`config.mk`:
```
export PLATFORM = sky130hd
export DESIGN_NAME = ip_encode
export DESIGN_NICKNAME = d
export VERILOG_FILES = /design/src/rtl/ip_encode.sv
export SDC_FILE = /design/constraint.sdc
export NUM_CORES = 1
export LEC_CHECK = 0
export CAP_MARGIN = 20
export CORE_MARGIN = 4
export CORE_UTILIZATION = 60
export CTS_CLUSTER_SIZE = 40
export DETAILED_ROUTE_END_ITERATION = 10
export DONT_BUFFER_PORTS = 1
export PLACE_DENSITY = 0.76
export SLEW_MARGIN = 20
export SYNTH_ARGS = -nofsm -noshare
export SYNTH_HDL_FRONTEND = slang
export SYNTH_SLANG_ARGS = --single-unit
```
`constraint.sdc`:
```
create_clock -name clk -period 13.34 [get_ports clk]
set_clock_uncertainty 0.2 [all_clocks]
set_input_delay 2.001 -clock clk [delete_from_list [all_inputs] [get_ports clk]]
set_output_delay 2.001 -clock clk [all_outputs]
set_load 0.01 [all_outputs]
```
`src/rtl/ip_encode.sv`:
```
// ip_encode: byte-serial IPv4 header generator (20-byte header, no options).
// Latches addresses and length on start, folds the ten header words into a
// one's-complement checksum over ten cycles, then streams the header
// MSB-first over a valid/ready byte interface.
module ip_encode #(
    parameter logic [7:0] TTL      = 8'd64,
    parameter logic [7:0] PROTOCOL = 8'd17
) (
    input  logic        clk,
    input  logic        rst_n,
    input  logic        start,
    input  logic [15:0] payload_len,
    input  logic [31:0] sa,
    input  logic [31:0] da,
    input  logic        ready,
    output logic [7:0]  dout,
    output logic        valid,
    output logic        busy,
    output logic        done,
    output logic        err
);

    typedef enum logic [1:0] {
        IDLE = 2'd0,
        CALC = 2'd1,
        SEND = 2'd2
    } state_t;

    // Largest payload that keeps total_len within 16 bits (0xFFFF - 20).
    localparam logic [15:0] MAX_PAYLOAD = 16'hFFEB;

    state_t      state_r, state_s;
    logic [15:0] sum_r, sum_s;
    logic [15:0] csum_r, csum_s;
    logic [4:0]  idx_r, idx_s;
    logic [31:0] sa_r, sa_s;
    logic [31:0] da_r, da_s;
    logic [15:0] tl_r, tl_s;
    logic [15:0] ident_r, ident_s;
    logic [7:0]  dout_r, dout_s;
    logic        valid_r, valid_s;
    logic        busy_r, busy_s;
    logic        done_r, done_s;
    logic        err_r, err_s;
    logic [15:0] sum_add_s;

    // One's-complement add: 17-bit sum with the carry folded back in.
    function automatic logic [15:0] ones_add(input logic [15:0] a, input logic [15:0] b);
        logic [16:0] s;
        s = {1'b0, a} + {1'b0, b};
        return s[15:0] + {15'd0, s[16]};
    endfunction

    // Header word by index; the checksum slot is supplied by the caller.
    function automatic logic [15:0] hdr_word(input logic [3:0] widx, input logic [15:0] tl,
                                             input logic [15:0] id, input logic [15:0] cks,
                                             input logic [31:0] s_addr, input logic [31:0] d_addr);
        logic [15:0] w;
        case (widx)
            4'd0:    w = 16'h4500;
            4'd1:    w = tl;
            4'd2:    w = id;
            4'd3:    w = 16'h4000;
            4'd4:    w = {TTL, PROTOCOL};
            4'd5:    w = cks;
            4'd6:    w = s_addr[31:16];
            4'd7:    w = s_addr[15:0];
            4'd8:    w = d_addr[31:16];
            4'd9:    w = d_addr[15:0];
            default: w = 16'h0000;
        endcase
        return w;
    endfunction

    // Header byte by index, high byte of each word first.
    function automatic logic [7:0] hdr_byte(input logic [4:0] bidx, input logic [15:0] tl,
                                            input logic [15:0] id, input logic [15:0] cks,
                                            input logic [31:0] s_addr, input logic [31:0] d_addr);
        logic [15:0] w;
        w = hdr_word(bidx[4:1], tl, id, cks, s_addr, d_addr);
        return bidx[0] ? w[7:0] : w[15:8];
    endfunction

    // Next-state and next-output logic for the IDLE/CALC/SEND sequencer.
    always_comb begin
        state_s   = state_r;
        sum_s     = sum_r;
        csum_s    = csum_r;
        idx_s     = idx_r;
        sa_s      = sa_r;
        da_s      = da_r;
        tl_s      = tl_r;
        ident_s   = ident_r;
        dout_s    = dout_r;
        valid_s   = valid_r;
        busy_s    = busy_r;
        done_s    = 1'b0;
        err_s     = 1'b0;
        // Checksum slot contributes zero while summing.
        sum_add_s = ones_add(sum_r, hdr_word(idx_r[3:0], tl_r, ident_r, 16'h0000, sa_r, da_r));
        case (state_r)
            IDLE: begin
                if (start) begin
                    if (payload_len <= MAX_PAYLOAD) begin
                        sa_s    = sa;
                        da_s    = da;
                        tl_s    = payload_len + 16'd20;
                        sum_s   = 16'h0000;
                        idx_s   = 5'd0;
                        busy_s  = 1'b1;
                        state_s = CALC;
                    end else begin
                        err_s   = 1'b1;
                    end
                end else begin
                    state_s = IDLE;
                end
            end
            CALC: begin
                sum_s = sum_add_s;
                if (idx_r == 5'd9) begin
                    csum_s  = ~sum_add_s;
                    idx_s   = 5'd0;
                    valid_s = 1'b1;
                    dout_s  = hdr_byte(5'd0, tl_r, ident_r, ~sum_add_s, sa_r, da_r);
                    state_s = SEND;
                end else begin
                    idx_s   = idx_r + 5'd1;
                end
            end
            SEND: begin
                if (ready) begin
                    if (idx_r == 5'd19) begin
                        valid_s = 1'b0;
                        busy_s  = 1'b0;
                        done_s  = 1'b1;
                        dout_s  = 8'h00;
                        idx_s   = 5'd0;
                        ident_s = ident_r + 16'd1;
                        state_s = IDLE;
                    end else begin
                        idx_s   = idx_r + 5'd1;
                        dout_s  = hdr_byte(idx_r + 5'd1, tl_r, ident_r, csum_r, sa_r, da_r);
                    end
                end else begin
                    idx_s = idx_r;
                end
            end
            default: begin
                state_s = IDLE;
                valid_s = 1'b0;
                busy_s  = 1'b0;
                idx_s   = 5'd0;
            end
        endcase
    end

    // State and output registers; reset aborts any header in flight.
    always_ff @(posedge clk or negedge rst_n) begin
        if (!rst_n) begin
            state_r <= IDLE;
            sum_r   <= 16'h0000;
            csum_r  <= 16'h0000;
            idx_r   <= 5'd0;
            sa_r    <= 32'h0000_0000;
            da_r    <= 32'h0000_0000;
            tl_r    <= 16'h0000;
            ident_r <= 16'h0000;
            dout_r  <= 8'h00;
            valid_r <= 1'b0;
            busy_r  <= 1'b0;
            done_r  <= 1'b0;
            err_r   <= 1'b0;
        end else begin
            state_r <= state_s;
            sum_r   <= sum_s;
            csum_r  <= csum_s;
            idx_r   <= idx_s;
            sa_r    <= sa_s;
            da_r    <= da_s;
            tl_r    <= tl_s;
            ident_r <= ident_s;
            dout_r  <= dout_s;
            valid_r <= valid_s;
            busy_r  <= busy_s;
            done_r  <= done_s;
            err_r   <= err_s;
        end
    end

    assign dout  = dout_r;
    assign valid = valid_r;
    assign busy  = busy_r;
    assign done  = done_r;
    assign err   = err_r;

endmodule
```
Yosys cells after proc, flatten, opt, wreduce, memory -nomap -nowiden
Index checks and enable logic that the tools add are counted.

word-level totals
  flip-flop bits (word level) = 147
  input port bits = 84
  logic and storage cells = 98

operators by class
  equality and inequality tests = 27
  reductions and logical operators = 14
  bitwise operators = 3
  $lt $le $gt $ge = 1
  muxes and demuxes = 35
  add/sub/neg operators = 5

operator list
  operator               count
  $pmux 16 s10           1
  $pmux 16 s9            1
  $mux 16                2
  $mux 8                 4
  $pmux 16 s2            1
  $eq 4x3->1 const B     7
  $mux 5                 5
  $add 16x16->17         1
  $add 16x1->16          1
  $add 16x1->16 const B  1
  $add 16x5->16 const B  1
  $eq 4x2->1 const B     4
  $eq 4x4->1 const B     4
  $le 16x16->1 const B   1
  $not 16->16            1
  $pmux 8 s2             1
  $pmux 5 s3             1
  $reduce_and 3->1       5
  $mux 1                 11
  $mux 2                 5
  $ne 2x2->1 const B     5
  $eq 4x1->1 const B     2
  $logic_not 4->1        2
  $reduce_and 4->1       2
  other kinds (13)       16

Depth between registers and ports, before layout
Gate-level depths: netlist (run 1).

  word-level depth = 7
  gate-level depth with buffers = 23
  mapped depth without buffers = 22

Worst setup path before layout (run 1)
No wires, ideal clock.

  path kind = flip-flop to flip-flop
  start = register idx_r[1]
  end = register csum_r[15]
  arrival = 4.479 ns
  cell stages (with the launch flop) = 22
  slack = 8.536 ns
  buffers on the path = 3
  cells stage by stage = dfrtp_1 > ha_1 > buf_2 > and3b_1 > clkbuf_1 > clkbuf_1 > a22oi_1 > nand3_1 > fa_1 > a21o_1 > a221o_1 > a22oi_1 > a21oi_1 > a21o_1 > a21o_1 > ha_1 > and3_2 > and3_2 > o2111ai_2 > nor4_2 > xnor3_1 > mux2_2

between the ends
  word-level cells in the longest chain between the ends = 5
  elaborated cells on any way between the ends = 15

ends and longest elaborated chain
  item                                RTL line  source
  from (decl)                         35        logic [4:0] idx_r, idx_s;
  from (signal assigned)              178       idx_r <= idx_s;
  $eq 4x4->1 (tied with other cells)  59        case (widx)
  $pmux 16 s9                         59
  $add 16x16->17                      50        s = {1'b0, a} + {1'b0, b};
  $add 16x1->16                       51        return s[15:0] + {15'd0, s[16]};
  $not 16->16                         -
  to (signal assigned)                177       csum_r <= csum_s;
  to (decl)                           34        logic [15:0] csum_r, csum_s;

Several ways; a longest one is shown, not always the timed one.
A chain may end at the register's enable or synchronous reset.

Final worst setup path (run 1)
  start = register idx_r[0]
  end = register csum_r[15]

Same word-level chain as after synthesis.

==> results.md, run 1 <==
* WP data arrival at 6060 ps
* Part of the Yosys area used for sequential elements at 41.7%
* Hold buffers post-CTS at 0
* Most repeated cell in the gate-level netlist after synthesis: sky130_fd_sc_hd__nand2_1
* Slew at the pin closest to its max-slew limit at 1000 ps
* Post-DP HPWL at about 19000 um
* Number of antenna violations at the first check in global routing at 0
* First-pass GRT wire length at around 40000 um
* Cell chosen for the clock root: sky130_fd_sc_hd__clkbuf_16
* Initial cell density of the core at ~61%
* WL final at ~26000 um
* Slowest CP cell: sky130_fd_sc_hd__dfrtp_1
* Worst supply voltage drop on vdd at ~0.00013 V
* Initial DRC Count at between 800 and 900
* Routing usage on met2 at roughly 47%
* Synthesized area per cell at 8.80 um2
* Main area contributors after synthesis: sky130_fd_sc_hd__dfrtp_1 42%, sky130_fd_sc_hd__nand2_1 11%, sky130_fd_sc_hd__ha_1 4.0%
* Cell types with the highest counts after synthesis: 263 x sky130_fd_sc_hd__nand2_1, 147 x sky130_fd_sc_hd__dfrtp_1, 67 x sky130_fd_sc_hd__o21ai_0, 48 x sky130_fd_sc_hd__clkbuf_1, 44 x sky130_fd_sc_hd__a22oi_1
* Commonest register cell after synthesis: sky130_fd_sc_hd__dfrtp_1
* Cells along the critical path: ha_1, and3b_1, a22o_1, nor2_1, o21ai_0, ha_1, fa_1, a21o_1, a221o_1, a22oi_1, a21oi_1, a21o_1, a21o_1, ha_1, and3_2, and3_2, o2111ai_2, nor4_2, xnor3_1, mux2_2
* Net count after synthesis at between 1k and 1.5k
* Largest delay contributor family on the critical path: compound AO/OA/AOI/OAI gates
* Sum of overflow across all layers after global routing at 0
* Die boundary height at 129 um
* Worst setup timing slack at the placement stage at about 7500 ps
* Critical Path End Type: register
* Global routing met1 resource utilization at between 40% and 50%
* Post-CTS setup-driven buffer insertion count at 0
* Number of DRC violations after detailed routing at 0
* Largest stage delay on the critical path at between 800 and 900 ps
* Clock sink count at 147
* Vias after detailed routing at 7553
* Clk slew on worst S/H paths at 70 ps
* Core ar. at approximately 14000 um2
* Hold Crit Start: sum_r[10]$_DFFE_PN0P_
* Total negative slack for setup checks at 0 ps
* Vias in the first global route at just over 7k
* Weighted congestion at the end of routability-driven global placement at roughly 1
* Reported max-cap violation count at 0
* Number of H-tree branching levels at 4
* Signed area change from the synthesized netlist to the final layout at 7.07%
* Fin worst setup slack at 7390 ps
* Fin. Hold Viols at 0
* Area of the mapped netlist at 8810 um2
* Port-buffer cells at 0
* Number of inserted filler cells in the final layout at between 1k and 1.5k
* Fin. max-slew vios at 0
* Maximum frequency from static timing analysis at about 170 MHz
* Post-Syn Instances at ~1k
* Reg2reg setup slack at about 7400 ps
* Ys Warns at 0
* Number of setup violations in the final report at 0
* Layer carrying the most global-route usage: met2
* Vias per cell at 6.49
* Startpoint of the worst register-to-register path: idx_r[0]$_DFFE_PN0P_
* Cell depth of the worst hold path at 2
* Power density over the cells at 208 nW/um2
* # IOs at 96
* Fraction of registers with async set/reset at 100%
* Flip-flop and latch count after synthesis at 147
* Maximum buffer depth of the clock tree at 2
* Final worst-path cycle share at between 40% and 50%
* Routed length per placed instance at roughly 22 um
* Number of placement rows at 44
* Share of post-route cells with drive strength above 1 at under 10%
* Grt met3 use at 7.38%
* Total routing resource utilization after global routing at 31.8%
* Width of the die at about 130 um
* Largest net degree at the start of global routing at approximately 150
* Class of the most critical setup path: reg -> reg
* Clk Latency, worst-skew pair at ~430 ps
* Portion of synthesized cell area occupied by the leading cell type at between 40% and 50%
* Antenna-violating nets left at 0
* Endpoint of the most critical register-to-register path: csum_r[15]$_DFFE_PN0P_
* Total of cells resized after clock tree synthesis at 0
* Post-synth EDFFs at 0
* Hold path endpoint: sum_r[10]$_DFFE_PN0P_
* Cell depth of the worst flop-to-flop path at 20
* Library cell with the largest summed area after synthesis: sky130_fd_sc_hd__dfrtp_1
* Worst relative slew slack at 33.1%
* Antenna diode count at 0
* Crit start category: register
* Period minus WS final at ~5900 ps
* LEAKAGE at between 4 and 5 nW
* Number of buffers created by CTS at 17
* Pre-antenna DRT Iters at 6
* Clock tree from TritonCTS: yes
* Overall power consumption at between 0.0015 and 0.002 W
* Worst endpoint required time at 13450 ps
* Outcome: finished, final reports clean
* Number of distinct library cells after synthesis at 74
* Hold Path Class: reg -> reg
* DIE AREA at 16700 um2
* Critical path buffer and inverter count at 0
* Critical-path maximum fanout at 22
* Unrepaired setup endpoints after global routing: no
* Total number of nets in the final design at ~1.1k
state kept, by name (all words and copies together), names as in the netlist:
signal and count:
busy 1, csum_r 16, da_r 32, done 1, dout 8, err 1
ident_r 16, idx_r 5, sa_r 32, state_r 2, sum_r 16, tl_r 16
valid 1
through the flow:
step	cell area [um2]	hold slack, ps	std cells	util [%]
floorplan	8810	250	1001	-
finish	9430	289	1163	65.2
global route	9430	315	1163	65.2
detailed placement	8830	278	1131	61.0
global placement	8830	263	1131	61.0
CTS	9430	292	1163	65.1
final cells by class:
class | instances | area, um2 | share of cell area [%]
clock buffer | 21 | 460 | 4.88
clock inverter | 11 | 140 | 1.49
inverter | 15 | 57.6 | 0.610
multi-input combinational | 779 | 4820 | 51.1
sequential | 147 | 3680 | 39.0
tap | 184 | 230 | 2.44
timing repair buffer | 6 | 45.0 | 0.477
cell families after synthesis:
family          after synthesis  synth area share, %
mux                          45                 5.34
flops                       147                 41.7
buf+inv                      75                 3.61
compound gates              233                 18.5
simple gates                417                 21.0
xor+xnor                     55                 5.62
fa+ha+maj                    29                 4.20
worst min-delay path, stage by stage, from the launching register on:
cell and delay (ps):
sky130_fd_sc_hd__dfrtp_1 350, sky130_fd_sc_hd__nand2_1 50, sky130_fd_sc_hd__o21ai_0 60
power breakdown:
part / switching [W] / internal (W) / total [W]
registers: 0.000197 / 0.000595 / 0.000792
clock network: 0.000203 / 0.000290 / 0.000493
logic: 0.000420 / 0.000253 / 0.000673
total: 0.000820 / 0.00114 / 0.00196
placed cells by master, fill, tap and decap left out, types with 9 or more instances in the layout:
master	Yosys	layout
sky130_fd_sc_hd__clkbuf_16	0	17
sky130_fd_sc_hd__nand2_1	263	263
sky130_fd_sc_hd__ha_1	28	28
sky130_fd_sc_hd__a22o_1	9	9
sky130_fd_sc_hd__and2_1	10	10
sky130_fd_sc_hd__a21oi_1	29	29
sky130_fd_sc_hd__a22oi_1	44	44
sky130_fd_sc_hd__xnor2_1	34	33
sky130_fd_sc_hd__nand3_1	32	32
sky130_fd_sc_hd__a221o_1	9	9
sky130_fd_sc_hd__o211ai_1	10	10
sky130_fd_sc_hd__nor3_1	15	15
sky130_fd_sc_hd__nor2_1	40	40
sky130_fd_sc_hd__dfrtp_1	147	147
sky130_fd_sc_hd__nand4_1	11	11
sky130_fd_sc_hd__mux2_2	16	16
sky130_fd_sc_hd__o21ai_0	67	67
sky130_fd_sc_hd__inv_1	14	14
sky130_fd_sc_hd__and3_1	13	13
sky130_fd_sc_hd__mux2i_1	29	29
sky130_fd_sc_hd__xor2_1	20	20
how the worst max path moves through the flow:
stage                               from  cells after the start  slack, ps                     end
finish              idx_r[0]$_DFFE_PN0P_                     20       7390  csum_r[15]$_DFFE_PN0P_
global placement    idx_r[0]$_DFFE_PN0P_                     19       7680  csum_r[15]$_DFFE_PN0P_
CTS                 idx_r[0]$_DFFE_PN0P_                     20       7470  csum_r[15]$_DFFE_PN0P_
detailed placement  idx_r[0]$_DFFE_PN0P_                     20       7510  csum_r[15]$_DFFE_PN0P_
global route        idx_r[0]$_DFFE_PN0P_                     19       7020  csum_r[15]$_DFFE_PN0P_
floorplan           idx_r[1]$_DFFE_PN0P_                     21       8540  csum_r[15]$_DFFE_PN0P_
layer usage:
metal	wire length, um	part of all wire, %
met5	0	0
met4	1260	4.9
met3	2350	9.1
met2	11300	44
met1	11000	42
Note: power is estimated with default switching activity, not from simulation.
==> run 2: changes to the inputs <==
- CORE_UTILIZATION: 60 -> 58
- clock period: 13.34 -> 4.8 ns (I/O delays scaled with it)
==> run 2 against run 1 <==
Die area rose by 3.2%. Via count grew 4.2%. Setup slack worse by 7200 ps. Highest routed layer unchanged.
==> results.md, run 2 (synthesized netlist as in run 1, its figures left out) <==
* Outcome: finished, final reports clean (unchanged)
* Width of the die at 131 um (was 129 um)
* Total routing resource utilization after global routing at 31.2% (was 31.8%)
* Routing usage on met2 at 47.1% (was 46.8%)
* WP data arrival at 4750 ps (was 6060 ps)
* Maximum buffer depth of the clock tree at 2 (unchanged)
* Timing startpoint of the critical path: idx_r[0]$_DFFE_PN0P_ (unchanged)
* Final worst-path cycle share at 96.7% (was 44.6%)
* Number of DRC violations after detailed routing at 0 (unchanged)
* Cell seen most often among critical-path stages: sky130_fd_sc_hd__a21o_1
* Biggest registers after layout: da_r x32, sa_r x32 (unchanged)
* Clk slew on worst S/H paths at 70 ps (about the same)
* Port-buffer cells at 0 (unchanged)
* First-pass GRT wire length at 42500 um (was 40200 um)
* # IOs at 96 (unchanged)
* WL final at 27000 um (was 25800 um)
* Number of setup violations in the final report at 0 (unchanged)
* Crit start category: register (unchanged)
* Vias after detailed routing at 7868 (was 7553)
* DIE AREA at 17200 um2 (was 16700 um2)
* Share of post-route cells with drive strength above 1 at 14.2% (was 7.87%)
* Clock tree from TritonCTS: yes (unchanged)
* Reported max-cap violation count at 0 (unchanged)
* Critical path buffer and inverter count at 2 (was 0)
* Routed length per placed instance at 22.4 um (was 22.2 um)
* LEAKAGE at 4.65 nW (was 4.42 nW)
* Pre-antenna DRT Iters at 6 (unchanged)
* Cell chosen for the clock root: sky130_fd_sc_hd__clkbuf_16 (unchanged)
* Signed area change from the synthesized netlist to the final layout at 12.3% (was 7.07%)
* Most common cell after layout, fill and taps aside: sky130_fd_sc_hd__nand2_1 (unchanged)
* Startpoint of the worst register-to-register path: idx_r[0]$_DFFE_PN0P_ (unchanged)
* Period minus WS final at 4640 ps (was 5950 ps)
* Vias per cell at 6.53 (was 6.49)
* Critical-path maximum fanout at 12 (was 22)
* Grt met3 use at 7.49% (was 7.38%)
* Clk Latency, worst-skew pair at 430 ps (about the same)
* Global routing met1 resource utilization at 43.4% (was 45.3%)
* Most frequent cells in the layout: 263 x sky130_fd_sc_hd__nand2_1, 146 x sky130_fd_sc_hd__dfrtp_1, 67 x sky130_fd_sc_hd__o21ai_0 (was 263 x sky130_fd_sc_hd__nand2_1, 147 x sky130_fd_sc_hd__dfrtp_1, 67 x sky130_fd_sc_hd__o21ai_0)
* Largest net degree at the start of global routing at 148 (unchanged)
* Slowest CP cell: sky130_fd_sc_hd__dfrtp_2 (was sky130_fd_sc_hd__dfrtp_1)
* Number of placement rows at 44 (unchanged)
* Hold Path Class: in -> async (was reg -> reg)
* Sum of overflow across all layers after global routing at 0 (unchanged)
* Vias in the first global route at 7560 (was 7154)
* Cells along the critical path: ha_1, and3b_2, buf_4, a22oi_1, nand3_2, fa_2, a21o_1, a221o_1, a22oi_2, a21oi_2, a21o_1, a21o_1, ha_2, and3_4, and3_4, o2111ai_4, buf_4, nor2_1, xnor2_1, mux2_2 (was ha_1, and3b_1, a22o_1, nor2_1, o21ai_0, ha_1, fa_1, a21o_1, a221o_1, a22oi_1, a21oi_1, a21o_1, a21o_1, ha_1, and3_2, and3_2, o2111ai_2, nor4_2, xnor3_1, mux2_2)
* Worst Hold Slack at 59.8 ps (was 289 ps)
* Fin. max-slew vios at 0 (unchanged)
* Initial cell density of the core at 59.9% (was 60.9%)
* Weighted congestion at the end of routability-driven global placement at 1.04 (was 1.01)
* Power density over the cells at 570 nW/um2 (was 208 nW/um2)
* Post-DP HPWL at 19900 um (was 19000 um)
* Core ar. at 14700 um2 (was 14500 um2)
* Slew at the pin closest to its max-slew limit at 949 ps (was 1000 ps)
* Die boundary height at 131 um (was 129 um)
* Clock sink count at 147 (unchanged)
* Initial DRC Count at 1100 (was 881)
* Total number of nets in the final design at 1121 (was 1079)
* Antenna-violating nets left at 0 (unchanged)
* Number of antenna violations at the first check in global routing at 0 (unchanged)
* Worst endpoint required time at 4910 ps (was 13450 ps)
* Antenna diode count at 0 (unchanged)
* Fin. Hold Viols at 0 (unchanged)
* Critical Path End Type: register (unchanged)
* Number of H-tree branching levels at 4 (unchanged)
* Worst relative slew slack at 36.5% (was 33.1%)
* Worst supply voltage drop on vdd at 0.000438 V (was 0.000130 V)
* Largest delay contributor family on the critical path: compound AO/OA/AOI/OAI gates (unchanged)
* Maximum frequency from static timing analysis at 215 MHz (was 168 MHz)
* Class of the most critical setup path: reg -> reg (unchanged)
* Number of buffers created by CTS at 17 (unchanged)
* Cell area after layout at 9900 um2 (was 9430 um2)
* Cell area after placement at 9120 um2 (was 8830 um2)
* Largest stage delay on the critical path at 440 ps (was 820 ps)
* Layer carrying the most global-route usage: met2 (unchanged)
==> run 2: power breakdown <==
part	switching (W)	internal (W)	total (W)
sequential	0.000539	0.00165	0.00219
combinational	0.00126	0.000833	0.00209
clock	0.000590	0.000760	0.00135
==> run 2: routing by layer <==
layer | up-vias | wire, um | share of wire [%]
met4 | 0 | 1210 | 4.5
met1 | 3782 | 11500 | 43
met5 | - | 0 | 0
met3 | 88 | 2260 | 8.4
li1 | 3570 | - | -
met2 | 428 | 12000 | 45
==> run 2: repair_timing <==
action,CTS,global route
hold endpoints to repair,147,0
hold buffers,1,0
pin swaps,1,12
setup buffers,2,2
gates cloned,0,0
endpoints found under the setup margin,6,18
gates resized for setup,3,25
==> run 2: path summary, 6_finish.rpt <==
check,cells after the start,slack (ps),end
setup reg to reg,20,160,csum_r[12]$_DFFE_PN0P_
hold / removal,1,60,tl_r[13]$_DFFE_PN0P_
min in group clk,2,200,da_r[10]$_DFFE_PN0P_
max in group asynchronous,1,3780,sum_r[7]$_DFFE_PN0P_
hold reg to reg,2,290,csum_r[0]$_DFFE_PN0P_
setup / recovery,20,160,csum_r[12]$_DFFE_PN0P_
==> run 2: cell type report <==
class	instances	area [um2]
Tap cell	184	230
Timing Repair Buffer	48	397
Sequential cell	147	3680
Inverter	15	57.6
Clock inverter	13	136
Multi-Input combinational cell	779	4940
Clock buffer	19	453
Fill cell	1163	4800
==> run 2: stage by stage <==
step	TNS [ps]	util (%)	power, W	setup slack [ps]	instances
final	0	67.3	0.00564	158	1205
after global routing	-42.1	67.3	0.00594	-34.5	1205
after CTS	0	66.5	0.00553	3.98	1203
after detailed placement	-176	62.1	0.00413	-125	1168
after global placement	0	62.1	0.00409	76.4	1168
after floorplan	0	-	0.00340	11.9	1001
==> run 3: changes to the inputs <==
- CORE_MARGIN: 4 -> not set
==> run 3 against run 2 <==
The run now ends with design-rule violations left. Critical path depth is the same. Critical endpoint is now csum_r[13]$_DFFE_PN0P_. Register-to-register slack worse by 80 ps. Global-route usage rose by 4.5 points. Sequential power barely moved. Worst hold slack improved by 0.54 ps.
==> results.md, run 3 (synthesized netlist as in run 1, its figures left out) <==
* Outcome: complete, but fails checks (was finished, final reports clean)
* Violated checks: design-rule violations
* Cell area after placement at 9130 um2 (was 9120 um2)
* Most common cell after layout, fill and taps aside: sky130_fd_sc_hd__nand2_1 (unchanged)
* Number of DRC violations after detailed routing at 2 (was 0)
* Vias per cell at 6.40 (was 6.53)
* Die boundary height at 125 um (was 131 um)
* Critical Path End Type: register (unchanged)
* Worst supply voltage drop on vdd at 0.000379 V (was 0.000438 V)
* Routing usage on met2 at 53.8% (was 47.1%)
* Post-DP HPWL at 20000 um (was 19900 um)
* Core ar. at 14700 um2 (unchanged)
* Initial cell density of the core at 59.9% (unchanged)
* Fin. Hold Viols at 0 (unchanged)
* Worst endpoint required time at 4910 ps (about the same)
* Largest delay contributor family on the critical path: compound AO/OA/AOI/OAI gates (unchanged)
* Cell seen most often among critical-path stages: sky130_fd_sc_hd__a21o_1 (unchanged)
* Final worst-path cycle share at 98.3% (was 96.7%)
* Layer carrying the most global-route usage: met2 (unchanged)
* Clock sink count at 147 (unchanged)
* Initial DRC Count at 853 (was 1100)
* Worst Hold Slack at 60.3 ps (was 59.8 ps)
* Hold Path Class: in -> async (unchanged)
* Unrepaired setup endpoints after global routing: yes
* Number of buffers created by CTS at 17 (unchanged)
* Clk Latency, worst-skew pair at 430 ps (about the same)
* Largest stage delay on the critical path at 450 ps (was 440 ps)
* Most frequent cells in the layout: 263 x sky130_fd_sc_hd__nand2_1, 143 x sky130_fd_sc_hd__dfrtp_1, 65 x sky130_fd_sc_hd__o21ai_0 (was 263 x sky130_fd_sc_hd__nand2_1, 146 x sky130_fd_sc_hd__dfrtp_1, 67 x sky130_fd_sc_hd__o21ai_0)
* Total routing resource utilization after global routing at 35.7% (was 31.2%)
* Critical-path maximum fanout at 12 (unchanged)
* Cells along the critical path: ha_1, and3b_2, buf_4, a22oi_1, nand3_2, fa_1, a21o_1, a221o_1, a22oi_1, a21oi_1, a21o_1, a21o_1, buf_4, ha_1, and3_1, nand3_1, nand3b_1, nor3_1, xor2_1, mux2_2 (was ha_1, and3b_2, buf_4, a22oi_1, nand3_2, fa_2, a21o_1, a221o_1, a22oi_2, a21oi_2, a21o_1, a21o_1, ha_2, and3_4, and3_4, o2111ai_4, buf_4, nor2_1, xnor2_1, mux2_2)
* Worst relative slew slack at 34.5% (was 36.5%)
* WP data arrival at 4830 ps (was 4750 ps)
* Slowest CP cell: sky130_fd_sc_hd__dfrtp_2 (unchanged)
* Period minus WS final at 4720 ps (was 4640 ps)
* Maximum buffer depth of the clock tree at 2 (unchanged)
* Routed length per placed instance at 22.1 um (was 22.4 um)
* Critical path buffer and inverter count at 2 (unchanged)
* Reported max-cap violation count at 0 (unchanged)
* Width of the die at 125 um (was 131 um)
* Antenna-violating nets left at 0 (unchanged)
* Total number of nets in the final design at 1128 (was 1121)
* Clock tree from TritonCTS: yes (unchanged)
* LEAKAGE at 4.67 nW (was 4.65 nW)
* Port-buffer cells at 0 (unchanged)
* Crit start category: register (unchanged)
* Maximum frequency from static timing analysis at 212 MHz (was 215 MHz)
* # IOs at 96 (unchanged)
* Fin. max-slew vios at 0 (unchanged)
* Biggest registers after layout: da_r x32, sa_r x32 (unchanged)
* Pre-antenna DRT Iters at 8 (was 6)
* Number of placement rows at 44 (unchanged)
* Vias in the first global route at 7602 (was 7560)
* Number of antenna violations at the first check in global routing at 0 (unchanged)
* Grt met3 use at 6.38% (was 7.49%)
* Final standard cell utilization of the core at 67.7% (was 67.3%)
* Number of H-tree branching levels at 4 (unchanged)
* Slew at the pin closest to its max-slew limit at 979 ps (was 949 ps)
* Sum of overflow across all layers after global routing at 0 (unchanged)
* WL final at 26800 um (was 27000 um)
* Largest net degree at the start of global routing at 148 (unchanged)
* Signed area change from the synthesized netlist to the final layout at 13.0% (was 12.3%)
* Share of post-route cells with drive strength above 1 at 15.0% (was 14.2%)
* Power density over the cells at 567 nW/um2 (was 570 nW/um2)
* Class of the most critical setup path: reg -> reg (unchanged)
* Global routing met1 resource utilization at 49.6% (was 43.4%)
* Clk slew on worst S/H paths at 70 ps (about the same)
* Total negative slack for setup checks at 0 ps (unchanged)
* Number of setup violations in the final report at 0 (unchanged)
* Cell chosen for the clock root: sky130_fd_sc_hd__clkbuf_16 (unchanged)
* Antenna diode count at 0 (unchanged)
* Weighted congestion at the end of routability-driven global placement at 0.987 (was 1.04)
* Vias after detailed routing at 7753 (was 7868)
* First-pass GRT wire length at 42400 um (was 42500 um)
* DIE AREA at 15700 um2 (was 17200 um2)
* Cell area after layout at 9960 um2 (was 9900 um2)
run 3: cell types whose count changed in the layout (fill, tap and decap cells not counted), sizes merged:
cell / delta
clkinvlp: +1
inv: -1
clkbuf: +2
buf: +7
clkinv: -2
run 3: worst paths after layout:
path	from	to	slack (ps)	cells past startpoint
min in group clk	sa[6]	sa_r[6]$_DFFE_PN0P_	190	2
max in group asynchronous	rst_n	sum_r[9]$_DFFE_PN0P_	3760	1
worst max register to register	idx_r[0]$_DFFE_PN0P_	csum_r[13]$_DFFE_PN0P_	80	20
worst max-delay path	idx_r[0]$_DFFE_PN0P_	csum_r[13]$_DFFE_PN0P_	80	20
worst min register to register	csum_r[0]$_DFFE_PN0P_	csum_r[0]$_DFFE_PN0P_	290	2
worst min-delay path	rst_n	tl_r[13]$_DFFE_PN0P_	60	1
run 3: per-layer routing:
| layer | wire (um) | part of all wire, % |
|---|---|---|
| met1 | 11600 | 43 |
| met2 | 11700 | 44 |
| met3 | 2000 | 7.4 |
| met4 | 1510 | 5.6 |
| met5 | 0 | 0 |
run 3: through the flow:
step	setup WS, ps	power [W]	std cells
6_report	81.0	0.00564	1212
5_1_grt	-84.7	0.00596	1212
3_5_place_dp	-41.2	0.00414	1170
2_1_floorplan	11.9	0.00340	1001
4_1_cts	27.8	0.00552	1203
3_3_place_gp	104	0.00409	1170
run 3: area by class of cell:
class,count,area [um2]
Multi-Input combinational cell,779,4960
Fill cell,1162,4740
Sequential cell,147,3680
Clock buffer,21,470
Timing Repair Buffer,55,437
Tap cell,184,230
Clock inverter,11,116
Inverter,15,56.3
run 3: repair_timing:
item	in CTS	in global routing
hold buffers	1	0
pin swaps	0	17
hold endpoints to repair	147	0
gates resized for setup	4	31
setup buffers	0	9
endpoints found under the setup margin	3	16
run 3: power breakdown:
group          internal, W  switching, W
sequential         0.00165      0.000550
combinational     0.000834       0.00127
clock             0.000767      0.000568
total              0.00326       0.00239
